File: config.mk
export PLATFORM = sky130hd
export DESIGN_NAME = pcileech_tlp_tx_arbiter
export DESIGN_NICKNAME = d
export VERILOG_FILES = /design/src/rtl/pcileech_tlparb_pkg.sv /design/src/rtl/tlp64_skid_buffer.sv /design/src/rtl/pcileech_tlp_tx_arbiter.sv
export SDC_FILE = /design/constraint.sdc
export NUM_CORES = 1
export LEC_CHECK = 0
export CORE_AREA = 2 2 149 151
export DETAILED_ROUTE_END_ITERATION = 8
export DIE_AREA = 0 0 151 153
export MAX_ROUTING_LAYER = met4
export PLACE_DENSITY = 0.75
export SYNTH_ARGS = -nofsm -noshare
export SYNTH_HDL_FRONTEND = slang
export SYNTH_SLANG_ARGS = --single-unit
File: constraint.sdc
create_clock -name clk -period 3.4 [get_ports clk]
set_clock_uncertainty 0.2 [all_clocks]
set_input_delay 1.02 -clock clk [delete_from_list [all_inputs] [get_ports clk]]
set_output_delay 1.02 -clock clk [all_outputs]
set_load 0.02 [all_outputs]
File: src/rtl/pcileech_tlparb_pkg.sv
// pcileech_tlparb_pkg: shared types, keep constants and round-robin pick for the TLP TX arbiter.
package pcileech_tlparb_pkg;

    typedef enum logic {IDLE, XFER} tlparb_state_t;

    localparam logic [7:0] KEEP_LO   = 8'h0f;
    localparam logic [7:0] KEEP_FULL = 8'hff;

    // Index of the first requester scanning upward from last+1; unused high bits of req must be 0.
    function automatic logic [1:0] rr_pick(input logic [3:0] req, input logic [1:0] last);
        logic [1:0] idx;
        rr_pick = last;
        for (int i = 4; i >= 1; i--) begin
            idx = last + 2'(i);
            if (req[idx]) rr_pick = idx;
        end
    endfunction

endpackage

File: src/rtl/tlp64_skid_buffer.sv
// tlp64_skid_buffer: 2-entry AXI-S register slice for 64-bit TLP beats (data/keep/last).
module tlp64_skid_buffer (
    input  logic        clk,
    input  logic        rst_n,
    input  logic        up_valid,
    output logic        up_ready,
    input  logic [63:0] up_data,
    input  logic [7:0]  up_keep,
    input  logic        up_last,
    output logic        dn_valid,
    input  logic        dn_ready,
    output logic [63:0] dn_data,
    output logic [7:0]  dn_keep,
    output logic        dn_last
);

    logic [72:0] o_q, s_q;
    logic        o_v, s_v, push, pop;

    assign up_ready = ~s_v;
    assign push     = up_valid & up_ready;
    assign pop      = o_v & dn_ready;
    assign dn_valid = o_v;
    assign {dn_keep, dn_last, dn_data} = o_q;

    // The skid entry only fills while the output is stalled, so push and s_v are exclusive.
    always_ff @(posedge clk or negedge rst_n) begin
        if (!rst_n) begin
            o_q <= '0;
            s_q <= '0;
            o_v <= 1'b0;
            s_v <= 1'b0;
        end else if (pop | ~o_v) begin
            o_v <= s_v | push;
            o_q <= s_v ? s_q : (push ? {up_keep, up_last, up_data} : o_q);
            s_v <= 1'b0;
        end else if (push) begin
            s_q <= {up_keep, up_last, up_data};
            s_v <= 1'b1;
        end
    end

endmodule

File: src/rtl/pcileech_tlp_tx_arbiter.sv
// pcileech_tlp_tx_arbiter: packet-locked round-robin merge of up to 4 TLP sources onto one 64-bit stream.
// Optional per-port TLP and oversize statistics when PCILEECH_TLPARB_STATS_EN is defined.
module pcileech_tlp_tx_arbiter
    import pcileech_tlparb_pkg::*;
#(
    parameter int NPORTS    = 4,
    parameter int MAX_BEATS = 18
) (
    input  logic                   clk,
    input  logic                   rst_n,
    input  logic [64*NPORTS-1:0]   src_data,
    input  logic [8*NPORTS-1:0]    src_keep,
    input  logic [NPORTS-1:0]      src_last,
    input  logic [NPORTS-1:0]      src_valid,
    output logic [NPORTS-1:0]      src_ready,
    input  logic [NPORTS-1:0]      port_en,
    output logic [63:0]            tx_data,
    output logic [7:0]             tx_keep,
    output logic                   tx_last,
    output logic                   tx_valid,
    input  logic                   tx_ready,
    output logic [NPORTS-1:0]      grant,
`ifdef PCILEECH_TLPARB_STATS_EN
    output logic [32*NPORTS-1:0]   stat_tlp_cnt,
    output logic [15:0]            stat_ovf_cnt,
`endif
    output logic                   err_oversize
);

    localparam int CW = $clog2(MAX_BEATS + 1);

    tlparb_state_t   state_q, state_d;
    logic [1:0]      owner_q, owner_d, last_q;
    logic [CW-1:0]   cnt_q;
    logic [NPORTS-1:0] req;
    logic [63:0]     up_data;
    logic [7:0]      up_keep;
    logic            up_valid, up_ready, up_last, acc, ovf;

    assign req      = src_valid & port_en;
    assign up_valid = (state_q == XFER) & src_valid[owner_q];
    assign up_data  = src_data[64*owner_q +: 64];
    assign up_keep  = (src_keep[8*owner_q +: 8] == KEEP_LO) ? KEEP_LO : KEEP_FULL;
    assign up_last  = src_last[owner_q];
    assign acc      = up_valid & up_ready;
    assign ovf      = acc & ~up_last & (cnt_q == CW'(MAX_BEATS));
    assign src_ready = grant & {NPORTS{up_ready}};

    always_comb begin
        state_d = state_q;
        owner_d = owner_q;
        grant   = '0;
        if (state_q == IDLE) begin
            state_d = |req ? XFER : IDLE;
            owner_d = |req ? rr_pick(4'(req), last_q) : owner_q;
        end else begin
            grant[owner_q] = 1'b1;
            state_d = (acc & up_last) ? IDLE : XFER;
        end
    end

    always_ff @(posedge clk or negedge rst_n) begin
        if (!rst_n) begin
            state_q      <= IDLE;
            owner_q      <= '0;
            last_q       <= 2'(NPORTS - 1);
            cnt_q        <= '0;
            err_oversize <= 1'b0;
        end else begin
            state_q      <= state_d;
            owner_q      <= owner_d;
            err_oversize <= ovf;
            if (acc) begin
                cnt_q <= up_last ? '0 : ((cnt_q == CW'(MAX_BEATS)) ? cnt_q : cnt_q + 1'b1);
                if (up_last) last_q <= owner_q;
            end
        end
    end

`ifdef PCILEECH_TLPARB_STATS_EN
    always_ff @(posedge clk or negedge rst_n) begin
        if (!rst_n) begin
            stat_tlp_cnt <= '0;
            stat_ovf_cnt <= '0;
        end else begin
            if (acc & up_last) stat_tlp_cnt[32*owner_q +: 32] <= stat_tlp_cnt[32*owner_q +: 32] + 32'd1;
            if (ovf & ~&stat_ovf_cnt) stat_ovf_cnt <= stat_ovf_cnt + 16'd1;
        end
    end
`endif

    tlp64_skid_buffer u_skid (
        .clk      (clk),
        .rst_n    (rst_n),
        .up_valid (up_valid),
        .up_ready (up_ready),
        .up_data  (up_data),
        .up_keep  (up_keep),
        .up_last  (up_last),
        .dn_valid (tx_valid),
        .dn_ready (tx_ready),
        .dn_data  (tx_data),
        .dn_keep  (tx_keep),
        .dn_last  (tx_last)
    );

endmodule
==> results.py, run 1 <==
metrics = {
    "grt": {
        "global_route_total_overflow": 0,
        "antenna_found_initial": 1,
        "track_usage_pct": 20.4,
        "vias_in_the_first_global_route": 6909,
        "pin_count_of_the_biggest_net_entering_global_routing": 77,
        "grt_first_pass_wirelength_um": 35400,
    },
    "floorplan": {
        "die_x_um": 151,
        "floorplan.initialDensity_pct": 37.2,
        "rows": 54,
        "die_h_um": 153,
        "die-area_um2": 23100,
        "top_level_ports": 386,
        "core_um2": 21500,
    },
    "sta": {
        "hold_viol": 0,
        "min_period_ps": 3260,
        "finalSetupTns_ps": 0,
        "setup_violators_final": 0,
        "report.final.slew_viol_count": 0,
        "slew-limit-headroom_pct": 52.1,
        "unrepaired_setup_endpoints_after_global_routing": "no",
        "final.period_utilization_pct": 95.8,
        "worst_pin_slew_ps": 719,
        "timing.fmax_ghz": 0.307,
    },
    "cts": {
        "postCtsSetupBuffers": 0,
        "cts_hold_buffers": 0,
        "numCtsBuffers": 17,
        "cts_tree": "built",
        "clkSinkCount": 147,
        "cts_root_buffer": "clkbuf_16",
        "clk_pin_slew_worst_paths_ps": 60,
        "cts-root-to-sink-buffers": 2,
        "worst_skew_pair_latency_ps": 410,
        "cts.htree.levels": 4,
    },
    "synthesis": {
        "netlist_area_before_placement_um2": 8000,
        "post_synth_fa_ha_maj_area_fraction_pct": 0.313,
        "mux_cell_area_share_after_synthesis_pct": 36.2,
        "synth_area_leaders": "dfrtp_1, mux4_2, mux2_2, mux2i_1, a21oi_1",
        "synthMostInstantiatedCell": "dfrtp_1",
        "synthArstFlopShare_pct": 100,
        "synth_top_area_share_pct": 45.4,
        "synth_common_cells": "dfrtp_1, nor2_1, a21oi_1, mux4_2, mux2i_1",
        "yosys_warnings": 0,
        "synth_compound_gate_area_share_pct": 6.16,
        "syn_inst": 621,
        "postSynthAreaPerCell_um2": 12.9,
        "yosys.cell_types.count": 43,
        "synth_ff_type": "dfrtp_1",
        "synth_xor_area_share_pct": 0,
        "synth_sequential_area_ratio_pct": 46.0,
        "synth.ff_latch_count": 147,
        "synth_edf_count": 0,
        "largest_family_of_logic_cells_by_synthesized_area": "multiplexers",
        "yosys.area_share.simple_pct": 7.06,
        "synth.net_count": 926,
        "synth_area_leader_cell": "dfrtp_1",
    },
    "setup_path": {
        "timing.critical_path.slowest_stage_cell": "clkdlybuf4s50_1",
        "critPathLaunchType": "flip-flop",
        "critPathArrivalTime_ps": 2040,
        "path_cells": "and2b_2 -> nor3b_1 -> clkdlybuf4s50_1",
        "cp_data_required_time_ps": 2180,
        "critPathCaptureType": "output port",
        "critPathKind": "flip-flop to output port",
        "critical_path.max_fanout": 9,
        "crit_path_largest_cell_delay_ps": 640,
    },
    "finish": {
        "finish.net_count": 1288,
        "final_design_area_no_fill_um2": 12700,
        "final_layout_size_suffix_gt1_share_pct": 18.2,
        "areaGrowthSynthToFinish_pct": 59.2,
        "fin_util_pct": 59.2,
        "final.fill_count": 1819,
    },
    "power_and_ir_drop": {
        "static-leakage-power_nw": 4.90,
        "pwr-share-seq_pct": 29.0,
        "p_int_w": 0.00691,
        "p_sw_share_pct": 36.3,
        "power_frac_comb_pct": 51.7,
        "pwr_cell_area_nw_per_um2": 853,
        "total_power_w": 0.0109,
        "total_switching_power_w": 0.00394,
        "ir_drop_v": 0.000471,
        "share_clk_of_total_power_pct": 19.3,
    },
    "detailed_routing": {
        "drt-initial-drc-count": 260,
        "finalWirelength_um": 22500,
        "top_layer": "met4",
        "vias": 6548,
        "wl_met3_um": 1700,
        "drt.antenna.violating_nets": 0,
        "routed-wl-met2_um": 11300,
        "route.detailed.vias_per_inst": 5.13,
        "drt_drc_violations_left": 0,
        "wl_per_cell_um": 17.7,
        "wl_met1_um": 9010,
        "drt_pre_antenna_iters": 4,
    },
    "job": {
        "max_cap_violations": 0,
    },
    "placed_design": {
        "hpwl_um": 17500,
        "numPortBuffers": 385,
        "place.gp.congestion": 0.827,
        "detailed_place.area_um2": 12100,
    },
    "hold_path": {
        "hold_path_class": "flip-flop to flip-flop",
    },
    "run_status": {
        "run_status": "complete, no violations",
    },
}
## timing repair
item	in CTS	in global routing
endpoints found under the setup margin	0	2
endpoints found under the hold margin	0	0
resized for setup	0	1
## worst paths after layout
kind | from | endpoint | slack [ps] | cells past startpoint
worst max-delay path | state_q | src_ready[0] | 140 | 3
worst min-delay path | u_skid.s_q[68] | u_skid.s_q[68] | 270 | 1
worst max register to register | owner_q[1] | u_skid.o_q[24] | 710 | 7
worst min register to register | u_skid.s_q[68] | u_skid.s_q[68] | 270 | 1
max in group asynchronous | rst_n | u_skid.o_q[14] | 1930 | 2
min in group asynchronous | rst_n | u_skid.o_q[55] | 360 | 1
## layout make-up
cell class / instances / area (µm²) / share of cell area [%]
multi-input cells: 417 / 3990 / 31.3
repair buffers: 397 / 4020 / 31.6
clock buffers: 20 / 467 / 3.67
inverters: 3 / 11.3 / 0.0885
diodes: 1 / 2.50 / 0.0197
clock inverters: 11 / 198 / 1.55
well taps: 280 / 350 / 2.75
flip-flops and latches: 147 / 3690 / 29.0
## stage by stage
step           setup WS, ps  hold WS [ps]  std cells
2_1_floorplan           547           235        621
3_3_place_gp            302           257       1244
3_5_place_dp            237           260       1244
4_1_cts                59.5           276       1275
5_1_grt                37.3           306       1276
6_report                143           269       1276
## cells in the final DEF, fill, tap and decap left out, types with 2 or more instances in the layout
cell               n
nor3b_1            3
mux2_2            60
or4_1              2
nor2_1            73
nand4_1            4
nor4_1             2
and4_1             2
dfrtp_4            3
clkbuf_16         17
mux2i_1           65
mux4_2            66
dfstp_2            2
inv_1              3
nor3_1             4
a31oi_1            4
inv_6              3
ha_1               2
clkbuf_8           3
and3b_1            2
bufinv_16          5
dfrtp_1          142
buf_4              6
buf_12             6
nand2b_1           2
nand2_1           19
and3_1             2
mux2_1             7
nand3_1            4
o21ai_0           10
clkdlybuf4s50_1  384
a21oi_1           69
## power groups by stage
stage	combinational [W]	sequential [W]	clock, W
4_1_cts	0.00571	0.00315	0.00214
3_5_place_dp	0.00569	0.00317	0
6_report	0.00561	0.00315	0.00209
5_1_grt	0.00611	0.00327	0.00223
2_1_floorplan	0.00334	0.00353	0
3_3_place_gp	0.00556	0.00313	0
## worst max-delay path: cells and delay by family, from the launching register on
kind	cells	cell delay (ps)
buffers and inverters	1	640
DFF	1	500
and+or+nand+nor	2	480
## cells by family after synthesis
| family | after synthesis |
|---|---|
| AND/OR/NAND/NOR | 125 |
| AO/OA/AOI/OAI | 92 |
| adder cells (fa/ha/maj) | 2 |
| buffers and inverters | 57 |
| multiplexers | 198 |
| flip-flops | 147 |
## flip-flops by register name, indices dropped and copies added, names as in the netlist
name and cells:
owner_q 2, u_skid.dn_valid 1, err_oversize 1, u_skid.s_q 67
cnt_q 5, u_skid.o_q 67, last_q 2, u_skid.s_v 1
state_q 1
## metal layers
layer / vias to the layer above / global-route usage [%]
met2: 242 / 33.6
met1: 3218 / 24.3
met4: 0 / 6.50
met3: 36 / 5.37
met5: - / -
li1: 3052 / -
Note: power is estimated with default switching activity, not from simulation.
==> run 2: changes to the inputs <==
Settings changed: SETUP_SLACK_MARGIN set to 0.5.
==> run 2 against run 1 <==
- clock-buffer cell count is the same
- sequential share of layout area is essentially flat
- combinational power is essentially flat
- clock power is essentially flat
- setup slack gained 420 ps
- total power shrank 0.12%
- non-clock buffer count is the same
- final area is essentially flat
- largest power group unchanged
- highest routed layer unchanged
==> results.py, run 2 (synthesis results as in run 1) <==
metrics = {
    "sta": {
        "unrepaired_setup_endpoints_after_global_routing": "no",
        "finalSetupTns_ps": 0,
        "worst_pin_slew_ps": 718,
        "fin_worst_hold_slack_ps": 269,
        "setup_violators_final": 0,
        "final.period_utilization_pct": 83.4,
        "timing.fmax_ghz": 0.353,
        "report.final.slew_viol_count": 0,
        "hold_viol": 0,
        "slew-limit-headroom_pct": 52.2,
        "min_period_ps": 2840,
    },
    "placed_design": {
        "place.gp.congestion": 0.827,
        "hpwl_um": 17500,
        "numPortBuffers": 385,
        "detailed_place.area_um2": 12100,
    },
    "detailed_routing": {
        "drt-initial-drc-count": 228,
        "drt_pre_antenna_iters": 4,
        "route.detailed.vias_per_inst": 5.14,
        "drt_drc_violations_left": 0,
        "wl_per_cell_um": 17.7,
        "drt.antenna.violating_nets": 0,
        "finalWirelength_um": 22500,
        "vias": 6560,
    },
    "floorplan": {
        "top_level_ports": 386,
        "die_x_um": 151,
        "die-area_um2": 23100,
        "die_h_um": 153,
        "core_um2": 21500,
        "floorplan.initialDensity_pct": 37.2,
        "rows": 54,
    },
    "finish": {
        "most_frequent_standard_cell_in_the_layout_excluding_fill_and_tap_cells": "clkdlybuf4s50_1",
        "final_design_area_no_fill_um2": 12700,
        "areaGrowthSynthToFinish_pct": 59.1,
        "multi_input_comb_area_um2": 3990,
        "final-seq-area_um2": 3690,
        "fin_util_pct": 59.2,
        "final_layout_size_suffix_gt1_share_pct": 18.7,
        "final.fill_count": 1823,
        "layout_common_cells": "clkdlybuf4s50_1, dfrtp_1, nor2_1, a21oi_1, mux4_2",
        "finish.net_count": 1288,
        "layout_top_registers": "u_skid.o_q: 67 flops, u_skid.s_q: 67 flops, cnt_q: 5 flops",
    },
    "job": {
        "max_cap_violations": 0,
    },
    "setup_path": {
        "critPathArrivalTime_ps": 1620,
        "ff2ff_path_depth": 7,
        "critPathLaunchType": "flip-flop",
        "critPathCaptureType": "output port",
        "critPathKind": "flip-flop to output port",
        "critical_path.max_fanout": 7,
        "cp_data_required_time_ps": 2180,
    },
    "grt": {
        "grt_first_pass_wirelength_um": 35400,
        "pin_count_of_the_biggest_net_entering_global_routing": 77,
        "global_route_total_overflow": 0,
        "vias_in_the_first_global_route": 6909,
        "antenna_found_initial": 1,
        "track_usage_pct": 20.4,
    },
    "hold_path": {
        "timing.hold.worst_path_depth": 1,
        "hold_path_class": "flip-flop to flip-flop",
    },
    "cts": {
        "cts_tree": "built",
        "cts-root-to-sink-buffers": 2,
        "numCtsBuffers": 17,
        "worst_skew_pair_latency_ps": 410,
        "cts_root_buffer": "clkbuf_16",
        "cts_hold_buffers": 0,
        "cts.htree.levels": 4,
        "clkSinkCount": 147,
        "clk_pin_slew_worst_paths_ps": 60,
    },
    "power_and_ir_drop": {
        "static-leakage-power_nw": 4.93,
        "ir_drop_v": 0.000422,
        "pwr_cell_area_nw_per_um2": 852,
    },
    "run_status": {
        "run_status": "complete, no violations",
    },
}
run 2: metal layers:
metal  GRT usage, %  up-vias  part of all wire (%)
met2           33.6      250                    50
met4           6.50        0                   2.2
met5              -        -                     0
met3           5.37       36                   7.6
li1               -     3051                     -
met1           24.3     3223                    40
run 2: worst max-delay path, stage by stage, from the launching register on:
cell and delay (ps):
dfrtp_4 470, and2b_4 300, and3_1 170, clkdlybuf4s15_2 270
run 2: cell type report:
cell class | instances | area share (%)
repair buffers | 397 | 31.6
multi-input cells | 417 | 31.3
flip-flops and latches | 147 | 29.0
clock buffers | 20 | 3.67
well taps | 280 | 2.75
clock inverters | 11 | 1.55
inverters | 3 | 0.0885
diodes | 1 | 0.0197
run 2: final timing paths:
check                          startpoint              to  slack, ps
setup / recovery               u_skid.s_v    src_ready[3]        560
hold / removal             u_skid.s_q[68]  u_skid.s_q[68]        270
setup reg to reg               owner_q[1]  u_skid.o_q[24]        710
hold reg to reg            u_skid.s_q[68]  u_skid.s_q[68]        270
max in group asynchronous           rst_n  u_skid.o_q[14]       1930
min in group asynchronous           rst_n  u_skid.o_q[55]        360
run 2: through the flow:
stage                     power [W]  setup slack [ps]  instances
after floorplan             0.00687               547        621
after global placement      0.00869               302       1244
after detailed placement    0.00886               237       1244
after CTS                    0.0110               425       1275
after global routing         0.0116               497       1276
final                        0.0108               564       1276
run 2: repair_timing:
item / CTS / global route
setup buffers: 0 / 0
pin swaps: 0 / 0
gates resized for setup: 14 / 7
hold endpoints to repair: 0 / 0
cloned: 0 / 0
endpoints found under the setup margin: 8 / 6
run 2: power breakdown:
part	internal (W)	switching (W)	total, W
logic	0.00287	0.00272	0.00560
registers	0.00266	0.000491	0.00315
clock network	0.00137	0.000728	0.00209
==> run 3: changes to the inputs <==
Settings changed: CORE_AREA 2 2 149 151 to 2 2 150 152, DIE_AREA 0 0 151 153 to 0 0 152 154.
Clock period 3.4 ns to 2.85 ns, I/O delays scaled along.
==> run 3 against run 2 <==
- register-to-register slack got worse by 220 ps
- non-clock buffer count increased by 51
- die area grew 1.3%
- global-route usage grew 2.5 points
- highest routed layer unchanged
==> results.py, run 3 (synthesis results as in run 1) <==
metrics = {
    "setup_path": {
        "critPathLaunchType": "flip-flop",
        "critPathArrivalTime_ps": 1480,
        "reg2reg_slack_ps": 490,
        "critical_path.max_fanout": 5,
        "critPathKind": "flip-flop to output port",
        "cp_data_required_time_ps": 1800,
        "critPathCaptureType": "output port",
        "ff2ff_path_depth": 10,
        "capturing_point_of_the_worst_reg2reg_path": "u_skid.o_q[52]",
        "worst_r2r_startpoint": "owner_q[1]",
    },
    "grt": {
        "grt_first_pass_wirelength_um": 40500,
        "pin_count_of_the_biggest_net_entering_global_routing": 55,
        "track_usage_pct": 22.9,
        "vias_in_the_first_global_route": 7354,
        "global_route_total_overflow": 0,
        "antenna_found_initial": 0,
    },
    "job": {
        "max_cap_violations": 0,
    },
    "detailed_routing": {
        "wl_met3_um": 1530,
        "finalWirelength_um": 27100,
        "vias": 7010,
        "wl_met1_um": 10700,
        "drt-initial-drc-count": 270,
        "drt_pre_antenna_iters": 4,
        "drt_drc_violations_left": 0,
        "wl_per_cell_um": 20.4,
        "top_layer": "met4",
        "route.detailed.vias_per_inst": 5.28,
        "drt.antenna.violating_nets": 0,
        "routed-wl-met2_um": 14400,
    },
    "finish": {
        "finish.net_count": 1339,
        "fin_util_pct": 64.1,
        "most_frequent_standard_cell_in_the_layout_excluding_fill_and_tap_cells": "clkdlybuf4s50_1",
        "final_layout_size_suffix_gt1_share_pct": 29.3,
        "areaGrowthSynthToFinish_pct": 73.8,
        "layout_common_cells": "clkdlybuf4s50_1, dfrtp_1, dlygate4sd2_1, mux4_2, mux2i_1",
        "layout_top_registers": "u_skid.o_q: 67 flops, u_skid.s_q: 67 flops, cnt_q: 5 flops",
    },
    "floorplan": {
        "top_level_ports": 386,
        "core_um2": 21700,
        "die_x_um": 152,
        "rows": 54,
        "die_h_um": 154,
        "die-area_um2": 23400,
        "floorplan.initialDensity_pct": 36.9,
    },
    "sta": {
        "slew-limit-headroom_pct": 60.2,
        "worst_pin_slew_ps": 596,
        "fin_worst_hold_slack_ps": 178,
        "report.final.slew_viol_count": 0,
        "finalSetupTns_ps": 0,
        "unrepaired_setup_endpoints_after_global_routing": "yes",
        "timing.fmax_ghz": 0.395,
        "final.period_utilization_pct": 88.9,
        "min_period_ps": 2530,
        "setup_violators_final": 0,
        "hold_viol": 0,
    },
    "power_and_ir_drop": {
        "static-leakage-power_nw": 5.54,
        "pwr_cell_area_nw_per_um2": 1080,
        "ir_drop_v": 0.000444,
    },
    "cts": {
        "worst_skew_pair_latency_ps": 420,
        "clk_pin_slew_worst_paths_ps": 60,
        "cts-root-to-sink-buffers": 2,
        "clkSinkCount": 147,
        "cts_root_buffer": "clkbuf_16",
        "cts.htree.levels": 4,
        "cts_tree": "built",
        "cts_hold_buffers": 0,
        "numCtsBuffers": 17,
    },
    "placed_design": {
        "hpwl_um": 17800,
        "numPortBuffers": 385,
        "place.gp.congestion": 0.824,
    },
    "hold_path": {
        "hold_path_class": "input port to asynchronous set/reset pin",
    },
    "run_status": {
        "run_status": "complete, no violations",
    },
}
==> run 3: changes by cell type in the layout (fill, tap and decap cells not counted), moves of 13 or more <==
cell	change
mux2_2	-26
nor2_1	-29
buf_16	+13
nor2_4	+18
buf_6	+18
a21oi_2	+24
mux2_4	+27
a21oi_1	-27
dlygate4sd2_1	+70
clkdlybuf4s50_1	-79
buf_4	+13
==> run 3: area by class of cell <==
cell class                 count  area [µm²]
fill                        1665        7790
timing repair buffer         448        4800
multi-input combinational    417        4420
sequential                   147        3690
clock buffer                  20         447
tap                          280         350
clock inverter                12         179
inverter                       3        11.3
antenna                        1        2.50
==> run 3: report_power, final <==
part | total (W) | switching (W) | internal (W)
Clock | 0.00240 | 0.000911 | 0.00149
Sequential | 0.00384 | 0.000665 | 0.00317
Combinational | 0.00878 | 0.00421 | 0.00456
==> run 3: timing repair <==
item,CTS,global route
pin swaps,7,6
gates resized for setup,175,100
buffers inserted,18,5
gates cloned,12,5
setup endpoints to repair,221,150
==> run 3: worst max path at each step <==
stage                     end          from
2_1_floorplan  u_skid.s_q[34]  src_valid[3]
3_3_place_gp   u_skid.s_q[28]  src_valid[3]
3_5_place_dp   u_skid.s_q[26]  src_valid[3]
4_1_cts          src_ready[0]    u_skid.s_v
5_1_grt          src_ready[0]    u_skid.s_v
6_report         src_ready[0]    u_skid.s_v
==> run 3: per-stage QoR <==
| stage | total power [W] | instance area [µm²] | setup slack, ps | std cells |
|---|---|---|---|---|
| floorplan | 0.00834 | 8100 | 447 | 621 |
| global placement | 0.0106 | 12200 | -79.2 | 1255 |
| detailed placement | 0.0108 | 12200 | -109 | 1255 |
| CTS | 0.0141 | 13400 | 286 | 1317 |
| global route | 0.0158 | 13900 | 246 | 1327 |
| finish | 0.0150 | 13900 | 317 | 1328 |
==> run 3: per-layer routing <==
metal / up-vias / track usage [%]
met4: 0 / 6.76
met3: 42 / 4.62
met5: - / -
met2: 279 / 39.4
li1: 3161 / -
met1: 3528 / 27.3
==> run 3: critical path, stage by stage (launching register included) <==
cell     delay, ps
dfrtp_4        460
and2b_2        260
nor3b_4        190
buf_6          140
